**src/rtl/frame_buffer_reader.sv**
```systemverilog
// Display-side frame store reader: fetches the idle buffer from shared SRAM
// into a word FIFO and unpacks 4-bit palette indices on pixel_req.
module frame_buffer_reader #(
  parameter int          WORDS_PER_FRAME = 76800,
  parameter logic [19:0] FRAME1_BASE     = 20'h12C00,
  parameter int          FIFO_DEPTH      = 8,
  parameter int          RD_LAT          = 2
) (
  input  logic        Clk,
  input  logic        Reset,
  input  logic        even_frame,
  input  logic        frame_start,
  input  logic        pixel_req,
  output logic [3:0]  pixel_data,
  output logic        pixel_valid,
  output logic        underflow,
  output logic        frame_done,
  output logic        sram_req,
  input  logic        sram_grant,
  output logic [19:0] SRAM_ADDRESS,
  output logic        SRAM_OE_N,
  output logic        SRAM_WE_N,
  input  logic [15:0] Data_from_SRAM
);

  localparam int CW = $clog2(WORDS_PER_FRAME + 1);
  localparam int AW = $clog2(FIFO_DEPTH);
  localparam int NW = AW + 1;
  localparam int LW = $clog2(RD_LAT + 1);

  typedef enum logic [1:0] {
    IDLE,
    REQ,
    READ
  } state_t;

  state_t          state, state_n;
  logic [LW-1:0]   lat_cnt, lat_n;
  logic [CW-1:0]   word_cnt;
  logic            disp_buf;

  logic [15:0]     fifo_mem [FIFO_DEPTH];
  logic [AW-1:0]   wr_ptr, rd_ptr;
  logic [NW-1:0]   fifo_cnt;
  logic [1:0]      nib_sel;
  logic [3:0]      nibble;

  logic            inflight;
  logic            capture;
  logic            push;
  logic            pop;
  logic            avail;

  assign inflight = (state != IDLE);
  assign capture  = (state == READ) && (lat_cnt == LW'(1));
  assign push     = capture && !frame_start;
  assign avail    = (fifo_cnt != '0);
  assign pop      = pixel_req && avail &&
                    (nib_sel == 2'd3) && !frame_start;
  assign nibble   = 4'(fifo_mem[rd_ptr] >> {nib_sel, 2'b00});

  assign sram_req     = inflight;
  assign SRAM_OE_N    = (state != READ);
  assign SRAM_WE_N    = 1'b1;
  assign SRAM_ADDRESS = (disp_buf ? FRAME1_BASE : 20'd0)
                      + 20'(word_cnt);

  // The in-flight read holds a reserved slot, so pushes never overflow.
  always_comb begin
    state_n = state;
    lat_n   = lat_cnt;
    if (frame_start) begin
      state_n = IDLE;
    end else begin
      unique case (state)
        IDLE: begin
          if (!frame_done &&
              (fifo_cnt + NW'(inflight)) < NW'(FIFO_DEPTH))
            state_n = REQ;
        end
        REQ: begin
          if (sram_grant) begin
            state_n = READ;
            lat_n   = LW'(RD_LAT);
          end
        end
        READ: begin
          if (capture) state_n = IDLE;
          else         lat_n   = lat_cnt - LW'(1);
        end
        default: state_n = IDLE;
      endcase
    end
  end

  always_ff @(posedge Clk or posedge Reset) begin
    if (Reset) begin
      state   <= IDLE;
      lat_cnt <= '0;
    end else begin
      state   <= state_n;
      lat_cnt <= lat_n;
    end
  end

  always_ff @(posedge Clk or posedge Reset) begin
    if (Reset) begin
      disp_buf   <= 1'b0;
      word_cnt   <= '0;
      frame_done <= 1'b1;
    end else if (frame_start) begin
      disp_buf   <= even_frame;
      word_cnt   <= '0;
      frame_done <= 1'b0;
    end else if (capture) begin
      word_cnt <= word_cnt + CW'(1);
      if (word_cnt == CW'(WORDS_PER_FRAME - 1))
        frame_done <= 1'b1;
    end
  end

  always_ff @(posedge Clk) begin
    if (push) fifo_mem[wr_ptr] <= Data_from_SRAM;
  end

  always_ff @(posedge Clk or posedge Reset) begin
    if (Reset) begin
      wr_ptr   <= '0;
      rd_ptr   <= '0;
      fifo_cnt <= '0;
    end else if (frame_start) begin
      wr_ptr   <= '0;
      rd_ptr   <= '0;
      fifo_cnt <= '0;
    end else begin
      if (push) wr_ptr <= wr_ptr + AW'(1);
      if (pop)  rd_ptr <= rd_ptr + AW'(1);
      if (push && !pop)
        fifo_cnt <= fifo_cnt + NW'(1);
      else if (pop && !push)
        fifo_cnt <= fifo_cnt - NW'(1);
    end
  end

  // The FIFO head is unpacked in place; it is popped after its 4th nibble.
  always_ff @(posedge Clk or posedge Reset) begin
    if (Reset) begin
      nib_sel     <= '0;
      pixel_data  <= '0;
      pixel_valid <= 1'b0;
      underflow   <= 1'b0;
    end else begin
      pixel_valid <= pixel_req;
      if (frame_start) begin
        nib_sel    <= '0;
        pixel_data <= '0;
        underflow  <= 1'b0;
      end else if (pixel_req && avail) begin
        pixel_data <= nibble;
        nib_sel    <= nib_sel + 2'd1;
      end else if (pixel_req) begin
        pixel_data <= '0;
        underflow  <= 1'b1;
      end
    end
  end

endmodule

```
**config.mk**
```make
export PLATFORM = sky130hd
export DESIGN_NAME = frame_buffer_reader
export DESIGN_NICKNAME = d
export VERILOG_FILES = /design/src/rtl/frame_buffer_reader.sv
export SDC_FILE = /design/constraint.sdc
export NUM_CORES = 1
export LEC_CHECK = 0
export BUFFER_PORTS_ARGS = -buffer_cell sky130_fd_sc_hd__buf_2
export CAP_MARGIN = 25
export CORE_AREA = 4 4 132 134
export DETAILED_ROUTE_END_ITERATION = 6
export DIE_AREA = 0 0 136 138
export HOLD_SLACK_MARGIN = 0.02
export PLACE_DENSITY = 0.65
export SLEW_MARGIN = 0
export SYNTH_ARGS = -nofsm -noshare
export SYNTH_HDL_FRONTEND = slang
export SYNTH_SLANG_ARGS = --single-unit
export TNS_END_PERCENT = 1
```
**constraint.sdc**
```tcl
create_clock -name Clk -period 8.06 [get_ports Clk]
set_input_delay 0.403 -clock Clk [delete_from_list [all_inputs] [get_ports Clk]]
set_output_delay 0.403 -clock Clk [all_outputs]
set_load 0.01 [all_outputs]
```
==> results of run 1 <==
-- metal layers --
metal  share of wire [%]  global-route usage, %  wire (um)
met5                   0                      0          0
met3                 5.2                   4.07        736
met1                  42                   20.6       6020
met2                  51                   26.5       7250
met4                 1.4                   4.88        206
-- path summary, 6_finish.rpt --
path / from / end / cells after the start
setup / recovery: fifo_cnt[1]$_DFFE_PP0P_ / fifo_cnt[3]$_DFFE_PP0P_ / 8
hold / removal: Reset / disp_buf$_DFFE_PP0P_ / 3
setup reg to reg: fifo_cnt[1]$_DFFE_PP0P_ / fifo_cnt[3]$_DFFE_PP0P_ / 8
hold reg to reg: lat_cnt[1]$_DFFE_PP0P_ / lat_cnt[1]$_DFFE_PP0P_ / 2
max in group asynchronous: Reset / rd_ptr[0]$_DFFE_PP0P_ / 3
min in group Clk: pixel_req / pixel_valid$_DFF_PP0_ / 1
-- cell type report --
class                      count  area (um2)  share of cell area (%)
tap                          220         275                    3.30
clock buffer                  19         433                    5.19
multi-input combinational    281        2250                    27.0
inverter                      16        60.1                   0.720
timing repair buffer          58         315                    3.78
sequential                   169        4870                    58.4
clock inverter                13         138                    1.65
-- worst max-delay path, cell delays in order, from the launching register on --
cell and delay (ns):
dfrtp_1 0.44, o41ai_1 0.79, o21ai_0 0.33, ha_1 0.37, a21o_1 0.20, a21oi_1 0.17
mux2i_1 0.23, xnor2_1 0.14, nor2_1 0.06
-- flip-flops by register name, indices dropped and copies added (netlist names) --
signal	flops
pixel_valid	1
fifo_cnt	4
underflow	1
lat_cnt	2
fifo_mem	128
frame_done	1
disp_buf	1
state	2
wr_ptr	3
pixel_data	4
nib_sel	2
rd_ptr	3
word_cnt	17
-- power groups by stage --
stage          Clock, uW  Combinational [uW]  Sequential [uW]
6_report             781                87.0              957
3_5_place_dp           0                88.9              976
4_1_cts              796                89.3              957
2_1_floorplan          0                57.1              974
3_3_place_gp           0                85.6              975
5_1_grt              840                99.7              958
-- stage by stage --
step	utilization (%)	hold slack, ns	power [uW]	area [um2]	instances
3_5_place_dp	47.7	0.496	1060	7770	744
6_report	51.2	0.0959	1830	8340	776
3_3_place_gp	47.7	0.462	1060	7770	744
4_1_cts	51.2	0.106	1840	8340	776
5_1_grt	51.2	0.138	1900	8340	776
2_1_floorplan	-	0.434	1030	7400	499
-- layout by cell type (no fill, tap or decap), types with 9 or more instances in the layout --
cell type and instances:
inv_1 15, dfrtp_1 39, a21oi_1 17, clkbuf_16 17, nand2_1 32, ha_1 15, mux4_1 10, buf_4 10
nor2_1 45, xor2_1 10, xnor2_1 17, edfxtp_1 128, buf_2 48, mux2i_1 37, nand3_1 9
-- cell families (layout without fill, tap and decap cells) --
kind of cell,Yosys count,after routing,synth area share [%]
XOR/XNOR,27,27,3.20
AND/OR/NAND/NOR,121,121,7.61
multiplexers,60,60,11.4
AO/OA/AOI/OAI,53,53,4.80
buffers and inverters,49,106,3.92
adder cells (fa/ha/maj),17,17,3.08
other,2,3,0.102
flip-flops,169,169,65.8
==> results.yml, run 1 <==
outcome:
  outcome: "complete, no violations"
detailed_routing:
  vias_per_cell: 5.26
  first_iter_violations: 225
  drc: 0
  antenna_left: 0
  post_drt_wl_per_cell_um: 18.3
  vias: 4082
  first_pass_iters: 4
  routed_wl_um: 14200
power_and_ir_drop:
  p_switching_uw: 410
  swShare_pct: 22.5
  power_density_nw_per_um2: 219
  p_leak_uw: 0.00298
  internal_power_uw: 1410
  p_comb_share_pct: 4.8
  pwr-share-clk_pct: 42.8
  p_seq_share_pct: 52.5
  ir_drop_mv: 0.157
floorplanning:
  initial_utilization_pct: 45.4
  core_area_um2: 16300
  rows: 47
  die_y_um: 138
  die_w_um: 136
  dieArea_um2: 18800
  io_pins: 52
cells_and_area:
  nNetsFinal: 582
  drive_above_1_share_pct: 19.2
  synthToLayoutAreaGrowth_pct: 12.8
  diodes: 0
  fillers: 1377
setup_path:
  arrival_ns: 3.15
  cp-end-kind: "flip-flop"
  crit_type: "reg -> reg"
  start_kind: "flip-flop"
  required_ns: 8.34
  worstPathMaxFanout: 6
  regToRegSetupSlack_ns: 5.19
synthesis:
  synth_top_cell_by_area: "edfxtp_1"
  yosysTopAreaCellShare_pct: 52.0
  ys_seq_area_share_pct: 65.8
  yosysMostFrequentCell: "edfxtp_1"
  synth_enable_flop_cells: 128
  synthDistinctLibCells: 50
  synth_common_cells: "128 x edfxtp_1, 45 x nor2_1, 40 x dfrtp_1, 37 x mux2i_1, 32 x nand2_1"
  syn_area_um2: 7400
  synthTopCellsByArea: "edfxtp_1 52%, dfrtp_1 14%, mux2i_1 5.0%"
  yosys_warnings: 0
  synthArstFlopShare_pct: 24.3
  synth_ff_type: "edfxtp_1"
  ys_ff_latch: 169
  netlist_instances: 498
  synth.avg_cell_area_um2: 14.9
clock_tree:
  cts_max_level: 4
  clock-root-buffer: "clkbuf_16"
  ctsResizeCount: 0
  cts_tree: "done"
  cts_max_path_buffers: 2
  clock_latency_ns: 0.43
  cts_hold_buf: 0
  postCtsSetupBuffers: 0
  cts_made_buffers: 17
  path_clk_slew_ns: 0.07
  cts.sinks: 169
global_route:
  grt_max_degree: 51
  grt_first_pass_wirelength_um: 22900
  gr-total-overflow: 0
  track_usage_pct: 15.9
  antenna_found_initial: 0
  first_global_vias: 4195
timing:
  fmax_mhz: 348
  hold_violations: 0
  finalCritPeriodShare_pct: 35.6
  maxSlewViolCount: 0
  finalSetupViolations: 0
  tns_ns: 0
  rsz0062_at_grt: "false"
  max_slew_margin_pct: 42.0
  finClkSkew_ns: 0.0170
  fin_crit_ns: 2.87
  layout_setup_ws_ns: 5.19
  tightest_slew_ns: 0.869
placement:
  io_buffers: 48
  dp_hpwl_um: 8900
  place_ws_ns: 5.23
  place_congestion: 0.807
min_path:
  min_path_type: "in -> async"
flow_run:
  cap_violations: 0
Power figures use the tool's default switching activity.
==> inputs of run 2 (changes only) <==
--- a/config.mk
+++ b/config.mk
@@ -11,7 +11,7 @@
 export DETAILED_ROUTE_END_ITERATION = 6
 export DIE_AREA = 0 0 136 138
 export HOLD_SLACK_MARGIN = 0.02
-export PLACE_DENSITY = 0.65
+export PLACE_DENSITY = 0.67
 export SLEW_MARGIN = 0
 export SYNTH_ARGS = -nofsm -noshare
 export SYNTH_HDL_FRONTEND = slang
==> constraint.sdc (replaced) <==
create_clock -name Clk -period 2.35 [get_ports Clk]
set_input_delay 0.1175 -clock Clk [delete_from_list [all_inputs] [get_ports Clk]]
set_output_delay 0.1175 -clock Clk [all_outputs]
set_load 0.01 [all_outputs]
==> run 2 against run 1 <==
Effect of this change:
- register-to-register slack lost 5.0 ns
- sequential share of layout area fell by 3.0 points
- non-clock buffer count is 49 higher
- highest routed layer unchanged
- core utilization grew 2.8 points
- final area grew 5.4%
- combinational power grew to 4.3 times the previous value
- routed wire length is 3.1% higher
- cell count rose by 6.3%
==> results.yml, run 2 (synthesis results as in run 1) <==
setup_path:
  worstPathMaxFanout: 3
  worstPathBufferInverterCount: 2
  crit_type: "reg -> out"
  crit_chain: "ha_4, inv_1, fa_2, nor2_1, nor2_1, or2_2, xnor2_1, buf_2"
  required_ns: 2.23
  regToRegSetupSlack_ns: 0.17
  arrival_ns: 2.10
  cp-end-kind: "output port"
  start_kind: "flip-flop"
  cpMaxStageDelayCell: "dfrtp_1"
  cpMostUsedCell: "nor2_1"
  path_delay_family: "adder cells"
  max_stage_delay_ns: 0.43
cells_and_area:
  regMostFlops: "fifo_mem"
  nNetsFinal: 631
  multiInputGateArea_um2: 2300
  area.sequential_um2: 4870
  top_regs: "fifo_mem x128, word_cnt x17"
  largest_reg_flops: 128
  final_cell_mix: "128 x edfxtp_1, 48 x buf_2, 44 x nor2_1, 39 x buf_4"
  synthToLayoutAreaGrowth_pct: 18.9
  fillers: 1318
  diodes: 0
  final_cell_area_um2: 8800
  drive_above_1_share_pct: 24.8
  layout_commonest_cell: "edfxtp_1"
floorplanning:
  io_pins: 52
  core_area_um2: 16300
  rows: 47
  die_y_um: 138
  dieArea_um2: 18800
  die_w_um: 136
  initial_utilization_pct: 45.4
clock_tree:
  cts_made_buffers: 17
  cts_max_path_buffers: 2
  cts_max_level: 4
  path_clk_slew_ns: 0.06
  cts.sinks: 169
  clock_latency_ns: 0.43
  cts_tree: "done"
  clock-root-buffer: "clkbuf_16"
timing:
  finClkSkew_ns: 0.00781
  fmax_mhz: 450
  layout_setup_ws_ns: 0.128
  tns_ns: 0
  tightest_slew_ns: 0.786
  hold_violations: 0
  finalCritPeriodShare_pct: 94.6
  max_slew_margin_pct: 47.6
  rsz0062_at_grt: "false"
  fin_crit_ns: 2.22
  finalSetupViolations: 0
  maxSlewViolCount: 0
global_route:
  gr-total-overflow: 0
  antenna_found_initial: 0
  track_usage_pct: 16.5
  first_global_vias: 4364
  grt_first_pass_wirelength_um: 23500
  grt_max_degree: 39
outcome:
  outcome: "complete, no violations"
detailed_routing:
  post_drt_wl_per_cell_um: 17.8
  first_pass_iters: 4
  antenna_left: 0
  first_iter_violations: 230
  drc: 0
  vias_per_cell: 5.25
  routed_wl_um: 14700
  vias: 4335
power_and_ir_drop:
  p_leak_uw: 0.00321
  power_density_nw_per_um2: 708
  ir_drop_mv: 0.727
  power.total_uw: 6230
placement:
  place_ws_ns: -0.0643
  dp_hpwl_um: 9600
  io_buffers: 48
  place_area_um2: 7970
  place_congestion: 0.894
min_path:
  min_path_type: "in -> reg"
flow_run:
  cap_violations: 0
run 2: changes by cell type in the layout (fill, tap and decap cells not counted), sizes merged:
| cell | before | now |
|---|---|---|
| bufinv | 1 | 0 |
| clkinv | 5 | 4 |
| inv | 21 | 23 |
| buf | 58 | 88 |
| dlygate4sd3 | 0 | 19 |
run 2: layout make-up:
cell class              count  area share, %
multi-input cells         281           26.2
clock buffers              19           4.92
clock inverters            13           1.24
flip-flops and latches    169           55.4
inverters                  16          0.683
repair buffers            107           8.45
well taps                 220           3.13
run 2: worst paths after layout:
path	cells past startpoint	to	start
min in group asynchronous	3	word_cnt[7]$_DFFE_PP0P_	Reset
min	3	wr_ptr[2]$_DFFE_PP0P_	frame_start
max	8	SRAM_ADDRESS[16]	disp_buf$_DFFE_PP0P_
max reg2reg	11	fifo_cnt[3]$_DFFE_PP0P_	state[0]$_DFFE_PP0P_
max in group asynchronous	4	frame_done$_DFFE_PP1P_	Reset
min reg2reg	2	lat_cnt[1]$_DFFE_PP0P_	lat_cnt[1]$_DFFE_PP0P_
run 2: power by group:
group | switching (uW) | total [uW] | internal [uW]
registers | 25.6 | 3280 | 3250
clock network | 1190 | 2570 | 1380
logic | 213 | 375 | 161
run 2: layer usage:
| layer | global-route usage (%) | wire length, um |
|---|---|---|
| met1 | 21.5 | 6300 |
| met4 | 5.25 | 273 |
| met2 | 26.6 | 7370 |
| met3 | 4.87 | 711 |
| met5 | 0 | 0 |
run 2: timing repair:
item | CTS | global route
setup endpoints to repair | 2 | 2
buffers inserted | 1 | 5
endpoints found under the hold margin | 149 | 0
resized for setup | 5 | 9
pin swaps | 0 | 4
hold buffers | 19 | 0
run 2: through the flow:
step,hold WS [ns],util (%),std cells
5_1_grt,0.261,54.0,825
4_1_cts,0.236,53.6,820
2_1_floorplan,0.149,-,499
3_3_place_gp,0.161,48.9,768
6_report,0.257,54.0,825
3_5_place_dp,0.163,48.9,768
run 2: worst register-to-register path: cells and delay by family, from the launching register on:
| kind | cells | cell delay (ns) |
|---|---|---|
| AOI/OAI and AO/OA | 3 | 0.43 |
| xor gates and xnor gates | 1 | 0.14 |
| adders and majority gates | 2 | 0.51 |
| buffers and inverters | 1 | 0.07 |
| DFF | 1 | 0.39 |
| muxes | 1 | 0.24 |
| and+or+nand+nor | 3 | 0.27 |
==> inputs of run 3 (changes only) <==
==> constraint.sdc (replaced) <==
create_clock -name Clk -period 2.35 [get_ports Clk]
set_input_delay 0.1175 -clock Clk [delete_from_list [all_inputs] [get_ports Clk]]
set_output_delay 0.1175 -clock Clk [all_outputs]
set_load 0.02 [all_outputs]
==> run 3 against run 2 <==
Effect of this change:
- clock skew is 0.0018 ns higher
- routed wire length fell by 0.71%
- via count is 0.99% lower
- count of clock-buffer cells in the layout grew 2
- core utilization increased by 0.31 points
- power rose by 5.0%
- highest routed layer unchanged
==> results.yml, run 3 (synthesis results as in run 1) <==
setup_path:
  worstPathMaxFanout: 4
  worstPathBufferInverterCount: 1
  start_kind: "flip-flop"
  crit_type: "reg -> reg"
  crit_chain: "inv_1, ha_2, nand2_1, nor2_2, o21ai_1, ha_1, a21o_1, a21oi_2, mux2i_1, xnor2_1, nor2_1"
  arrival_ns: 2.50
  cpMaxStageDelayCell: "dfrtp_1"
  max_stage_delay_ns: 0.37
  path_delay_family: "adder cells"
  cp-end-kind: "flip-flop"
  required_ns: 2.63
detailed_routing:
  first_iter_violations: 293
  post_drt_wl_per_cell_um: 17.8
  drc: 0
  vias_per_cell: 5.24
  first_pass_iters: 4
  vias: 4292
  routed_wl_um: 14600
  antenna_left: 0
global_route:
  grt_first_pass_wirelength_um: 23100
  antenna_found_initial: 0
  track_usage_pct: 16.1
  gr-total-overflow: 0
  grt_max_degree: 39
  first_global_vias: 4440
timing:
  fin_crit_ns: 2.22
  tightest_slew_ns: 0.866
  finClkSkew_ns: 0.00957
  finalCritPeriodShare_pct: 94.4
  finalSetupViolations: 0
  layout_setup_ws_ns: 0.133
  hold_violations: 0
  fmax_mhz: 451
  maxSlewViolCount: 0
  max_slew_margin_pct: 41.9
  hold_ws_ns: 0.264
cells_and_area:
  area.sequential_um2: 4870
  drive_above_1_share_pct: 23.2
  synthToLayoutAreaGrowth_pct: 19.6
  regMostFlops: "fifo_mem"
  layout_commonest_cell: "edfxtp_1"
  nNetsFinal: 626
  multiInputGateArea_um2: 2300
  largest_reg_flops: 128
  fillers: 1327
  final_cell_area_um2: 8850
  diodes: 0
  final_cells: 819
  top_regs: "fifo_mem x128, word_cnt x17"
  final_cell_mix: "128 x edfxtp_1, 47 x buf_2, 44 x nor2_1, 38 x dfrtp_1, 37 x mux2i_1"
floorplanning:
  core_area_um2: 16300
  rows: 47
  die_w_um: 136
  initial_utilization_pct: 45.4
  io_pins: 52
  dieArea_um2: 18800
  die_y_um: 138
clock_tree:
  cts_max_path_buffers: 2
  clock_latency_ns: 0.42
  clock-root-buffer: "clkbuf_16"
  cts_made_buffers: 17
  cts_tree: "done"
  path_clk_slew_ns: 0.06
  cts.sinks: 169
  cts_max_level: 4
placement:
  place_congestion: 0.902
  place_area_um2: 7970
  dp_hpwl_um: 9350
  io_buffers: 48
  dpl.cell_count: 765
  place_ws_ns: -0.0109
outcome:
  outcome: "complete, no violations"
flow_run:
  cap_violations: 0
power_and_ir_drop:
  power.total_uw: 6540
  power_density_nw_per_um2: 739
  ir_drop_mv: 0.765
  p_leak_uw: 0.00323
min_path:
  min_path_type: "in -> reg"
==> run 3: cell count changes in the layout (fill, tap and decap cells not counted), sizes merged <==
cell,delta
clkbuf,+2
clkinvlp,-1
bufinv,+4
buf,-5
clkinv,-1
inv,-5
==> run 3: worst paths after layout <==
check / from / to / slack, ns / depth (start not counted)
worst max-delay path: state[0]$_DFFE_PP0P_ / fifo_cnt[3]$_DFFE_PP0P_ / 0.13 / 11
worst min-delay path: sram_grant / lat_cnt[1]$_DFFE_PP0P_ / 0.26 / 4
worst max register to register: state[0]$_DFFE_PP0P_ / fifo_cnt[3]$_DFFE_PP0P_ / 0.13 / 11
worst min register to register: lat_cnt[1]$_DFFE_PP0P_ / lat_cnt[1]$_DFFE_PP0P_ / 0.52 / 2
max in group asynchronous: Reset / frame_done$_DFFE_PP1P_ / 1.28 / 4
min in group asynchronous: Reset / word_cnt[7]$_DFFE_PP0P_ / 0.32 / 3
==> run 3: repair_timing <==
item                                   in CTS  in global routing
hold buffers                               19                  0
pin swaps                                   0                  3
endpoints found under the hold margin     154                  0
setup buffers                               2                  2
setup endpoints to repair                   2                  2
resized for setup                           3                 10
==> run 3: power breakdown <==
group          internal (uW)  switching, uW
Clock                   1780           1080
Combinational            162            241
Sequential              3250           22.6
Total                   5200           1340
==> run 3: routing by layer <==
metal	global-route usage (%)	wire, um	vias up
met5	0	0	-
met4	5.09	285	0
met2	26.9	7470	115
met3	4.32	748	21
li1	-	-	2024
met1	20.3	6050	2132
==> run 3: worst register-to-register path, delay by kind of cell, from the launching register on <==
family	cells	cell delay [ns]
xor gates and xnor gates	1	0.15
AOI/OAI and AO/OA	3	0.46
buffers and inverters	1	0.09
adders and majority gates	2	0.51
DFF	1	0.37
muxes	1	0.27
and+or+nand+nor	3	0.24
==> run 3: cell type report <==
cell class	count	share of cell area, %
clock buffer	21	4.98
clock inverter	10	1.88
sequential	169	55.1
timing repair buffer	102	8.29
inverter	16	0.679
tap	220	3.11
multi-input combinational	281	26.0
==> run 3: stage by stage <==
step                utilization, %  TNS (ns)
CTS                           54.0         0
global placement              48.9         0
floorplan                        -     -3.04
detailed placement            48.9   -0.0109
finish                        54.3         0
global route                  54.3   -0.0232
